### src/rtl/debounce_scheduler.sv
// debounce_scheduler
//   Shares one debounce timer among N noisy inputs. A round-robin scheduler
//   grants the timer to one input whose sampled level differs from its
//   debounced level. The new level is committed once the input has held it
//   for FINAL_VALUE+1 consecutive cycles while granted.
//
//   Optional build macro: SYNC_2FF_EN -- when defined, each noisy bit passes
//   through a two-flop synchronizer (one extra cycle of latency); otherwise a
//   single register stage samples noisy.
//
// Ports
//   clk        in   system clock, rising edge
//   reset      in   asynchronous, active-high; clears all state
//   noisy      in   [N-1:0] raw bouncing inputs, asynchronous to clk
//   debounced  out  [N-1:0] debounced levels
//   rise       out  [N-1:0] one-cycle pulse on debounced 0->1
//   fall       out  [N-1:0] one-cycle pulse on debounced 1->0
//   busy       out  timer granted (state != IDLE)
//   grant_idx  out  [$clog2(N)-1:0] index owning the timer, valid while busy
module debounce_scheduler #(
  parameter int N           = 4,
  parameter int FINAL_VALUE = 1_999_999,
  localparam int GW = $clog2(N),
  localparam int CW = ($clog2(FINAL_VALUE + 1) < 1) ? 1 : $clog2(FINAL_VALUE + 1)
) (
  input  logic          clk,
  input  logic          reset,
  input  logic [N-1:0]  noisy,
  output logic [N-1:0]  debounced,
  output logic [N-1:0]  rise,
  output logic [N-1:0]  fall,
  output logic          busy,
  output logic [GW-1:0] grant_idx
);

  typedef enum logic [1:0] {IDLE, TIMING, COMMIT} state_t;

  state_t        state_q, state_d;
  logic [N-1:0]  s_q;
  logic [N-1:0]  deb_q, deb_d;
  logic [N-1:0]  rise_q, rise_d;
  logic [N-1:0]  fall_q, fall_d;
  logic [GW-1:0] grant_q, grant_d;
  logic [GW-1:0] rr_q, rr_d;
  logic [CW-1:0] count_q, count_d;

  logic [N-1:0]  mismatch;
  logic          any_mismatch;
  logic [GW-1:0] pick;
  logic [GW-1:0] rr_after_grant;
  logic          window_done;

  // Input stage
`ifdef SYNC_2FF_EN
  logic [N-1:0] meta_q;

  always_ff @(posedge clk or posedge reset) begin
    if (reset) begin
      meta_q <= '0;
      s_q    <= '0;
    end else begin
      meta_q <= noisy;
      s_q    <= meta_q;
    end
  end
`else
  always_ff @(posedge clk or posedge reset) begin
    if (reset) s_q <= '0;
    else       s_q <= noisy;
  end
`endif

  assign mismatch       = s_q ^ deb_q;
  assign any_mismatch   = |mismatch;
  assign window_done    = (count_q == CW'(FINAL_VALUE));
  assign rr_after_grant = (grant_q == GW'(N - 1)) ? '0 : grant_q + 1'b1;

  // First mismatching index scanning rr_q, rr_q+1, ... modulo N.
  always_comb begin
    logic          found;
    int unsigned   idx;
    logic [GW-1:0] idx_g;
    found = 1'b0;
    pick  = '0;
    idx   = 0;
    idx_g = '0;
    for (int unsigned i = 0; i < N; i++) begin
      idx   = (int'(rr_q) + i) % N;
      idx_g = GW'(idx);
      if (!found && mismatch[idx_g]) begin
        found = 1'b1;
        pick  = idx_g;
      end
    end
  end

  // State register and datapath flops
  always_ff @(posedge clk or posedge reset) begin
    if (reset) begin
      state_q <= IDLE;
      deb_q   <= '0;
      rise_q  <= '0;
      fall_q  <= '0;
      grant_q <= '0;
      rr_q    <= '0;
      count_q <= '0;
    end else begin
      state_q <= state_d;
      deb_q   <= deb_d;
      rise_q  <= rise_d;
      fall_q  <= fall_d;
      grant_q <= grant_d;
      rr_q    <= rr_d;
      count_q <= count_d;
    end
  end

  // Next-state logic
  always_comb begin
    state_d = state_q;
    case (state_q)
      IDLE:    if (any_mismatch) state_d = TIMING;
      TIMING: begin
        if (!mismatch[grant_q])  state_d = IDLE;
        else if (window_done)    state_d = COMMIT;
      end
      COMMIT:  state_d = IDLE;
      default: state_d = IDLE;
    endcase
  end

  // Datapath updates; rise/fall are registered alongside debounced so the
  // pulse coincides exactly with the level change.
  always_comb begin
    deb_d   = deb_q;
    rise_d  = '0;
    fall_d  = '0;
    grant_d = grant_q;
    rr_d    = rr_q;
    count_d = count_q;
    case (state_q)
      IDLE: begin
        if (any_mismatch) begin
          grant_d = pick;
          count_d = '0;
        end
      end
      TIMING: begin
        if (!mismatch[grant_q])  rr_d    = rr_after_grant;
        else if (!window_done)   count_d = count_q + 1'b1;
      end
      COMMIT: begin
        deb_d[grant_q] = ~deb_q[grant_q];
        if (deb_q[grant_q]) fall_d[grant_q] = 1'b1;
        else                rise_d[grant_q] = 1'b1;
        rr_d = rr_after_grant;
      end
      default: ;
    endcase
  end

  // Outputs
  always_comb begin
    busy      = (state_q != IDLE);
    grant_idx = grant_q;
    debounced = deb_q;
    rise      = rise_q;
    fall      = fall_q;
  end

endmodule

### config.mk
export PLATFORM = sky130hd
export DESIGN_NAME = debounce_scheduler
export DESIGN_NICKNAME = d
export VERILOG_FILES = /design/src/rtl/debounce_scheduler.sv
export SDC_FILE = /design/constraint.sdc
export NUM_CORES = 1
export LEC_CHECK = 0
export ABC_AREA = 1
export BUFFER_PORTS_ARGS = -buffer_cell sky130_fd_sc_hd__buf_2
export CORE_AREA = 3 3 87 89
export CTS_CLUSTER_DIAMETER = 50
export DETAILED_ROUTE_END_ITERATION = 12
export DIE_AREA = 0 0 90 92
export GPL_ROUTABILITY_DRIVEN = 0
export GPL_TIMING_DRIVEN = 0
export MAX_ROUTING_LAYER = met4
export PLACE_DENSITY = 0.57
export SETUP_SLACK_MARGIN = 0.1
export SYNTH_ARGS = -nofsm -noshare
export SYNTH_HDL_FRONTEND = slang
export SYNTH_SLANG_ARGS = --single-unit
export TNS_END_PERCENT = 20
### constraint.sdc
create_clock -name clk -period 1.97 [get_ports clk]
set_input_delay 0.0985 -clock clk [delete_from_list [all_inputs] [get_ports clk]]
set_output_delay 0.0985 -clock clk [all_outputs]
set_load 0.02 [all_outputs]
==> results of run 1 <==
power by group:
group	total, uW	switching (uW)	internal [uW]	leakage, uW
clock	600	346	254	0.0000408
combinational	1590	1070	514	0.000881
sequential	1050	84.9	962	0.000580
total	3230	1500	1730	0.00150
tightest hold or removal path, stage by stage:
cell,delay (ns)
sky130_fd_sc_hd__dlygate4sd3_1,0.53
sky130_fd_sc_hd__buf_2,0.12
sky130_fd_sc_hd__inv_2,0.24
state kept, by name (all words and copies together), names as in the netlist:
register and count:
s_q 4, rise 4, debounced 4, rr_q 2, fall 4, grant_idx 2, count_q 21, state_q 2
cell families (layout without fill, tap and decap cells):
group | Yosys count | in the layout | synth area share
flops | 43 | 43 | 0.396
simple gates | 216 | 216 | 0.368
xor+xnor | 16 | 16 | 0.0515
buf+inv | 52 | 89 | 0.0824
compound gates | 31 | 31 | 0.0792
fa+ha+maj | 5 | 5 | 0.0230
layer usage:
layer | track usage | wire length, um | up-vias
li1 | - | - | 1223
met2 | 0.279 | 2930 | 46
met4 | 0.0459 | 50 | 0
met3 | 0.0279 | 268 | 6
met5 | - | 0 | -
met1 | 0.217 | 3030 | 1082
placed cells by master, fill, tap and decap left out, types with 2 or more instances in the layout:
| master | n |
|---|---|
| sky130_fd_sc_hd__buf_6 | 3 |
| sky130_fd_sc_hd__inv_2 | 10 |
| sky130_fd_sc_hd__o21ai_2 | 13 |
| sky130_fd_sc_hd__nor2_2 | 2 |
| sky130_fd_sc_hd__o21ai_1 | 3 |
| sky130_fd_sc_hd__nand2_1 | 96 |
| sky130_fd_sc_hd__nand3_2 | 7 |
| sky130_fd_sc_hd__a21oi_1 | 8 |
| sky130_fd_sc_hd__dlygate4sd3_1 | 5 |
| sky130_fd_sc_hd__clkinvlp_4 | 2 |
| sky130_fd_sc_hd__nand2_2 | 10 |
| sky130_fd_sc_hd__a21o_1 | 2 |
| sky130_fd_sc_hd__nor3_2 | 2 |
| sky130_fd_sc_hd__nor2_1 | 45 |
| sky130_fd_sc_hd__o21ai_0 | 3 |
| sky130_fd_sc_hd__buf_2 | 22 |
| sky130_fd_sc_hd__xnor2_1 | 2 |
| sky130_fd_sc_hd__xor2_1 | 14 |
| sky130_fd_sc_hd__inv_1 | 35 |
| sky130_fd_sc_hd__dfrtp_1 | 43 |
| sky130_fd_sc_hd__clkbuf_8 | 5 |
| sky130_fd_sc_hd__nand4_1 | 9 |
| sky130_fd_sc_hd__ha_1 | 4 |
| sky130_fd_sc_hd__buf_4 | 4 |
| sky130_fd_sc_hd__nand3_1 | 34 |
| sky130_fd_sc_hd__nor3_1 | 7 |
repair_timing:
action,CTS,global route
buffers inserted,1,2
endpoints found under the setup margin,1,18
hold buffers,5,0
endpoints found under the hold margin,16,0
gates resized for setup,1,1
pin swaps,1,0
path summary, 6_finish.rpt:
check / from / to / slack (ns) / cells past startpoint
worst min register to register: count_q[19] / count_q[19] / 0.58 / 2
worst max register to register: count_q[0] / count_q[15] / 0.26 / 9
min in group clk: noisy[2] / s_q[2] / 0.43 / 2
worst min-delay path: reset / count_q[12] / 0.29 / 3
worst max-delay path: count_q[0] / count_q[15] / 0.26 / 9
max in group asynchronous: reset / state_q[1] / 1.23 / 4
area by class of cell:
type / instances / share of cell area
Multi-Input combinational cell: 268 / 0.455
Sequential cell: 43 / 0.344
Timing Repair Buffer: 29 / 0.0616
Inverter: 45 / 0.0540
Tap cell: 96 / 0.0384
Clock buffer: 5 / 0.0220
Buffer: 7 / 0.0176
Clock inverter: 3 / 0.00760
Yosys cell counts:
cell type	instances	share of area
sky130_fd_sc_hd__xor2_1	14	0.045
sky130_fd_sc_hd__xnor2_1	2	0.0064
sky130_fd_sc_hd__nor3_1	7	0.013
sky130_fd_sc_hd__dfrtp_1	43	0.40
sky130_fd_sc_hd__nand3_2	7	0.026
sky130_fd_sc_hd__a21o_1	2	0.0055
sky130_fd_sc_hd__nand2_1	96	0.13
sky130_fd_sc_hd__nand2_2	10	0.023
sky130_fd_sc_hd__nand4_1	9	0.021
sky130_fd_sc_hd__nor3_4	1	0.0060
sky130_fd_sc_hd__o21ai_0	3	0.0055
sky130_fd_sc_hd__inv_1	36	0.050
sky130_fd_sc_hd__buf_6	3	0.012
sky130_fd_sc_hd__o21ai_2	13	0.042
sky130_fd_sc_hd__nor3_2	2	0.0074
sky130_fd_sc_hd__nand4_2	1	0.0046
sky130_fd_sc_hd__nor2_1	46	0.064
sky130_fd_sc_hd__buf_4	1	0.0028
sky130_fd_sc_hd__nand3b_1	1	0.0028
sky130_fd_sc_hd__o21a_1	1	0.0028
sky130_fd_sc_hd__nand3_1	34	0.063
sky130_fd_sc_hd__ha_1	5	0.023
sky130_fd_sc_hd__a21oi_1	8	0.015
sky130_fd_sc_hd__buf_2	2	0.0037
sky130_fd_sc_hd__nor2_2	1	0.0023
sky130_fd_sc_hd__clkbuf_1	1	0.0014
sky130_fd_sc_hd__o21ai_1	3	0.0055
sky130_fd_sc_hd__nand2_4	1	0.0041
sky130_fd_sc_hd__inv_2	9	0.012
sky130_fd_sc_hd__a32oi_1	1	0.0032
metrics by stage:
stage | instances | power [uW] | utilization | area [um2] | setup WS [ns]
detailed placement | 480 | 2630 | 0.433 | 2960 | 0.0881
finish | 496 | 3230 | 0.458 | 3130 | 0.256
global placement | 479 | 2620 | 0.430 | 2940 | 0.113
global route | 496 | 3520 | 0.458 | 3130 | 0.144
floorplan | 363 | 2270 | - | 2720 | 0.375
CTS | 494 | 3260 | 0.455 | 3110 | 0.155
==> reports/qor.yml, run 1 <==
grt:
  grt_pass1_vias: 2320
  grt_start_max_net_pins: 32
  grt_pass1_wl_um: 11200
  initial_antenna_violation_count: 0
  grtUsageTotal: 0.169
  grt_overflow: 0
setup_path:
  critical_path.top_delay_family: "simple AND/OR/NAND/NOR gates"
  critical-path-slowest-cell: "sky130_fd_sc_hd__dfrtp_1"
  cp_slowest_stage_delay_ns: 0.39
  worstPathCellList: "ha_2 -> nand2_1 -> nor3_4 -> nand3_2 -> nand3_2 -> nand2_4 -> buf_6 -> nand3_2 -> o21ai_2"
  path_buf_inv: 1
  required_ns: 2.17
  cp.arrival_ns: 1.91
  startpoint_type: "flop"
  critical_path.most_common_cell: "sky130_fd_sc_hd__nand3_2"
  maximum_fanout_along_the_worst_path: 10
  crit_type: "reg2reg"
  timing.critical_path.to_type: "flop"
timing:
  layout_min_cycle_time_ns: 1.71
  final.period_utilization: 0.870
  report.final.setup_viol: 0
  rsz0062_at_grt: "no"
  finalSetupTns_ns: 0
  fmax_mhz: 583
  timing.hold.ws_ns: 0.288
  final_max_slew_viol_count: 0
  clock-skew-final_ns: 0.00722
  timing.max_slew.rel_slack: 0.707
  tightest_slew_ns: 0.439
  hold_viol: 0
cts:
  cts_tree: "yes"
  cts.clk_slew.worst_paths_ns: 0.09
  clock_path_buffers: 2
  cts_inserted_buffers: 5
  clock-root-buffer: "sky130_fd_sc_hd__clkbuf_8"
  clkSinkCount: 43
  cts-htree-levels: 2
  clk_latency_ns: 0.30
placement:
  dpl.hpwl_um: 4820
  io_buffer_count: 20
route:
  drc: 0
  drt-pass1-iter-count: 4
  routed_wire_length_per_instance_um: 12.7
  via_count: 2357
  drt_first_iter_violations: 94
  final_antenna_net_count: 0
  avgViaCountPerCell: 4.75
  totalWireLength_um: 6280
cells_and_area:
  design.final.nets: 410
  layout-drive-gt1-share: 0.215
  multi_input_logic_area_um2: 1420
  syn_to_final_growth_pct: 15.1
  regArea_um2: 1080
  nFillCells: 685
  num_antenna_cells: 0
die:
  initial_core_util: 0.398
  core_area_um2: 6830
  die_area_um2: 8280
  placementRows: 30
  die_h_um: 92
  io-pin-count: 21
  die_x_um: 90
run_status:
  outcome: "complete, no violations"
synth:
  post_synth_num_cell_types: 30
  postSynthCellCount: 363
  yosysWarningCount: 0
  synth.net_count: 374
  synthesis.area_um2: 2720
  synth_seq_cells: 43
  syn_area_per_cell_um2: 7.49
  yosysSeqAreaShare: 0.396
job:
  cap_violations: 0
pwr:
  power_density_nw_per_um2: 1030
  worst_ir_drop_vdd_v: 0.000439
  power_leakage_uw: 0.00150
min_path:
  timing.hold.worst.class: "in2async"
Power figures use the tool's default switching activity.
==> run 2, diff against run 1 <==
--- a/config.mk
+++ b/config.mk
@@ -5,12 +5,11 @@
 export SDC_FILE = /design/constraint.sdc
 export NUM_CORES = 1
 export LEC_CHECK = 0
-export ABC_AREA = 1
 export BUFFER_PORTS_ARGS = -buffer_cell sky130_fd_sc_hd__buf_2
-export CORE_AREA = 3 3 87 89
+export CORE_AREA = 3 3 78 80
 export CTS_CLUSTER_DIAMETER = 50
 export DETAILED_ROUTE_END_ITERATION = 12
-export DIE_AREA = 0 0 90 92
+export DIE_AREA = 0 0 81 83
 export GPL_ROUTABILITY_DRIVEN = 0
 export GPL_TIMING_DRIVEN = 0
 export MAX_ROUTING_LAYER = met4
==> run 2 against run 1 <==
The flow now finishes with violations (negative setup slack). Worst hold slack gained 0.077 ns. Via count decreased by 26%. Count of clock-buffer cells in the layout unchanged. Total power is 10% lower. Routed wire length shrank 18%. Sequential share of layout area is 3.1 points higher. Utilization up 7.0 points. First-iteration DRC count is 7.4% higher. Critical path type unchanged. Worst setup slack worse by 0.28 ns. Synthesized cell count decreased by 44%. Critical path depth is 3 lower. Clock skew down 0.0053 ns.
==> reports/qor.yml, run 2 <==
grt:
  grt_start_max_net_pins: 24  # -25%
  initial_antenna_violation_count: 0  # unchanged
  grt_pass1_wl_um: 8580  # -23%
  grt_pass1_vias: 1686  # -27%
  grt_overflow: 0  # unchanged
  grtUsageTotal: 0.170  # +0.00113
cells_and_area:
  num_antenna_cells: 0  # unchanged
  design.final.nets: 263  # -36%
  syn_to_final_growth_pct: 34.5
  largest-register: "count_q"
  layout-drive-gt1-share: 0.364  # +0.149
  largest_register_ff_count: 21  # unchanged
  final-instance-count-excl-fill: 325  # -34%
  layout.cells.most_common_list: "38 x sky130_fd_sc_hd__dfrtp_1, 20 x sky130_fd_sc_hd__nor2_1, 20 x sky130_fd_sc_hd__buf_2"
  layout_commonest_cell: "sky130_fd_sc_hd__dfrtp_1"
synth:
  postSynth.topFlopCell: "sky130_fd_sc_hd__dfrtp_1"
  synth_seq_cells: 43  # unchanged
  synth.largest_area_cell: "sky130_fd_sc_hd__dfrtp_1"
  synth.net_count: 214  # -43%
  syn_area_per_cell_um2: 10.6  # +41%
  synth-edff-count: 0  # unchanged
  post_synth_num_cell_types: 48  # +60%
  yosysSeqAreaShare: 0.501  # +0.105
  postSynthCellCount: 203  # -44%
  yosysWarningCount: 0  # unchanged
  synth_top_cells_by_count: "43 x sky130_fd_sc_hd__dfrtp_1, 21 x sky130_fd_sc_hd__nor2_1, 15 x sky130_fd_sc_hd__nand2_1"
  synthesis.area_um2: 2150  # -21%
  synthTopCellsByArea: "sky130_fd_sc_hd__dfrtp_1 50%, sky130_fd_sc_hd__nor2_1 3.7%, sky130_fd_sc_hd__xor2_1 3.7%, sky130_fd_sc_hd__ha_1 2.9%, sky130_fd_sc_hd__nand2_1 2.6%"
  asyncSetResetFlopFracSynth: 1.00  # unchanged
  synth.top_cell.area_share: 0.501  # +0.105
  most_frequent_cell_after_synthesis: "sky130_fd_sc_hd__dfrtp_1"
cts:
  cts_inserted_buffers: 5  # unchanged
  cts.clk_slew.worst_paths_ns: 0.09  # about the same
  clk_latency_ns: 0.30  # about the same
  cts_tree: "yes"
  clock-root-buffer: "sky130_fd_sc_hd__clkbuf_8"
  cts-htree-levels: 2  # unchanged
  clock_path_buffers: 2  # unchanged
  clkSinkCount: 43  # unchanged
pwr:
  power_density_nw_per_um2: 1000  # -2.8%
  worst_ir_drop_vdd_v: 0.000441  # +0.40%
  sequentialPowerShare: 0.363  # +0.039
  net-switching-power_uw: 974  # -35%
  internal_power_uw: 1930  # +12%
  power_leakage_uw: 0.00128  # -15%
  clockPowerShare: 0.287  # +0.102
  netSwitchingFraction: 0.335  # -0.130
  combPwrFrac: 0.350  # -0.141
route:
  drt_first_iter_violations: 101  # +7.4%
  routed_wire_length_per_instance_um: 15.8  # +25%
  avgViaCountPerCell: 5.38  # +13%
  drt-pass1-iter-count: 4  # unchanged
  drc: 0  # unchanged
  via_count: 1747  # -26%
  final_antenna_net_count: 0  # unchanged
  totalWireLength_um: 5140  # -18%
setup_path:
  timing.critical_path.to_type: "flop"
  critical-path-slowest-cell: "sky130_fd_sc_hd__mux4_2"
  crit_type: "reg2reg"
  startpoint_type: "flop"
  path_buf_inv: 1  # unchanged
  maximum_fanout_along_the_worst_path: 4  # -6
  cp_num_cells: 6  # -3
  worstPathCellList: "xor2_4 -> mux4_2 -> buf_6 -> o21ai_2 -> and2_4 -> mux2_4"
  required_ns: 2.16  # about the same
  cp_slowest_stage_delay_ns: 0.51  # +0.12 ns
  ff2ff_path_depth: 6  # -3
  cp.arrival_ns: 2.18  # +0.27 ns
  critical_path.top_delay_family: "multiplexers"
timing:
  fmax_mhz: 501  # -14%
  timing.max_slew.rel_slack: 0.668  # -0.0394
  layout_min_cycle_time_ns: 2.00  # +0.281 ns
  rsz0062_at_grt: "yes"
  setup_ws_ns: -0.0252  # -0.281 ns
  final.period_utilization: 1.01  # +0.143
  tightest_slew_ns: 0.495  # +0.0556 ns
  final_max_slew_viol_count: 0  # unchanged
  clock-skew-final_ns: 0.00194  # -0.00528 ns
  report.final.setup_viol: 2  # +2
  hold_viol: 0  # unchanged
placement:
  io_buffer_count: 20  # unchanged
  dpl_worst_slack_ns: -0.140  # -0.229 ns
  dpl.hpwl_um: 3270  # -32%
  post-place-cells: 296  # -38%
die:
  io-pin-count: 21  # unchanged
  die_h_um: 83  # -9.8%
  die_x_um: 81  # -10%
  initial_core_util: 0.393  # -0.00544
  placementRows: 27  # -10%
  die_area_um2: 6720  # -19%
  core_area_um2: 5470  # -20%
run_status:
  outcome: "finished with violations"
  failing_checks: "negative setup slack"
min_path:
  timing.hold.worst.class: "in2async"
job:
  cap_violations: 0  # unchanged
run 2: changes by cell type after synthesis, sizes merged, moves of 4 or more:
cell | previous run | this run
nand4 | 10 | 6
nor3 | 10 | 0
nor2 | 47 | 21
xor2 | 14 | 10
o211ai | 0 | 6
and3 | 0 | 8
nor4 | 0 | 4
nand3 | 41 | 11
inv | 45 | 7
o21ai | 19 | 10
o31ai | 0 | 5
nand2 | 107 | 15
buf | 6 | 2
run 2: per-layer routing:
metal,up-vias,global-route usage,share of wire
li1,847,-,-
met1,865,0.236,0.46
met2,31,0.249,0.49
met3,4,0.0325,0.034
met4,0,0.0599,0.015
met5,-,-,0
run 2: path summary, 6_finish.rpt:
path,from,to,slack [ns]
max,debounced[1],rr_q[1],-0.03
max reg2reg,debounced[1],rr_q[1],-0.03
min reg2reg,count_q[19],count_q[19],0.49
min,reset,rise[3],0.36
max in group asynchronous,reset,debounced[1],1.12
min in group clk,noisy[1],s_q[1],0.43
run 2: kinds of logic (layout without fill, tap and decap cells):
family                     count (synthesis)  count (layout)  share of synthesized area
and+or+nand+nor                           82              82                      0.204
AOI/OAI and AO/OA                         44              44                      0.146
muxes                                      5               5                     0.0379
adders and majority gates                  5               5                     0.0291
DFF                                       43              43                      0.501
buffers and inverters                     12              62                     0.0291
xor gates and xnor gates                  12              12                     0.0524
run 2: worst min-delay path, cell delays in order:
cell and delay, ns:
sky130_fd_sc_hd__dlygate4sd3_1 0.53, sky130_fd_sc_hd__buf_2 0.12, sky130_fd_sc_hd__inv_2 0.36
run 2: repair_timing:
item | in CTS | in global routing
setup buffers | 10 | 5
pin swaps | 13 | 15
resized for setup | 15 | 25
endpoints found under the setup margin | 16 | 20
cloned | 1 | 0
hold buffers | 5 | 0
endpoints found under the hold margin | 24 | 0
run 2: layout make-up:
type | count | area [um2]
tap | 72 | 90.1
timing repair buffer | 42 | 318
fill | 517 | 2580
clock buffer | 5 | 68.8
inverter | 7 | 26.3
buffer | 5 | 38.8
multi-input combinational | 148 | 1200
sequential | 43 | 1080
clock inverter | 3 | 67.6
run 2: power by group through the flow:
stage | clock [uW] | sequential, uW | combinational [uW]
6_report | 833 | 1050 | 1020
3_5_place_dp | 0 | 1070 | 783
5_1_grt | 893 | 1070 | 1120
2_1_floorplan | 0 | 1070 | 573
3_3_place_gp | 0 | 1070 | 774
4_1_cts | 851 | 1050 | 944
run 2: metrics by stage:
stage	TNS, ns	util	area, um2	power (uW)	hold WS, ns
3_5_place_dp	-0.585	0.437	2390	1850	0.156
5_1_grt	-0.365	0.528	2890	3090	0.415
3_3_place_gp	-0.537	0.432	2360	1840	0.207
6_report	-0.0340	0.528	2890	2900	0.365
2_1_floorplan	-0.0404	-	2170	1640	0.130
4_1_cts	-0.0353	0.504	2760	2850	0.375
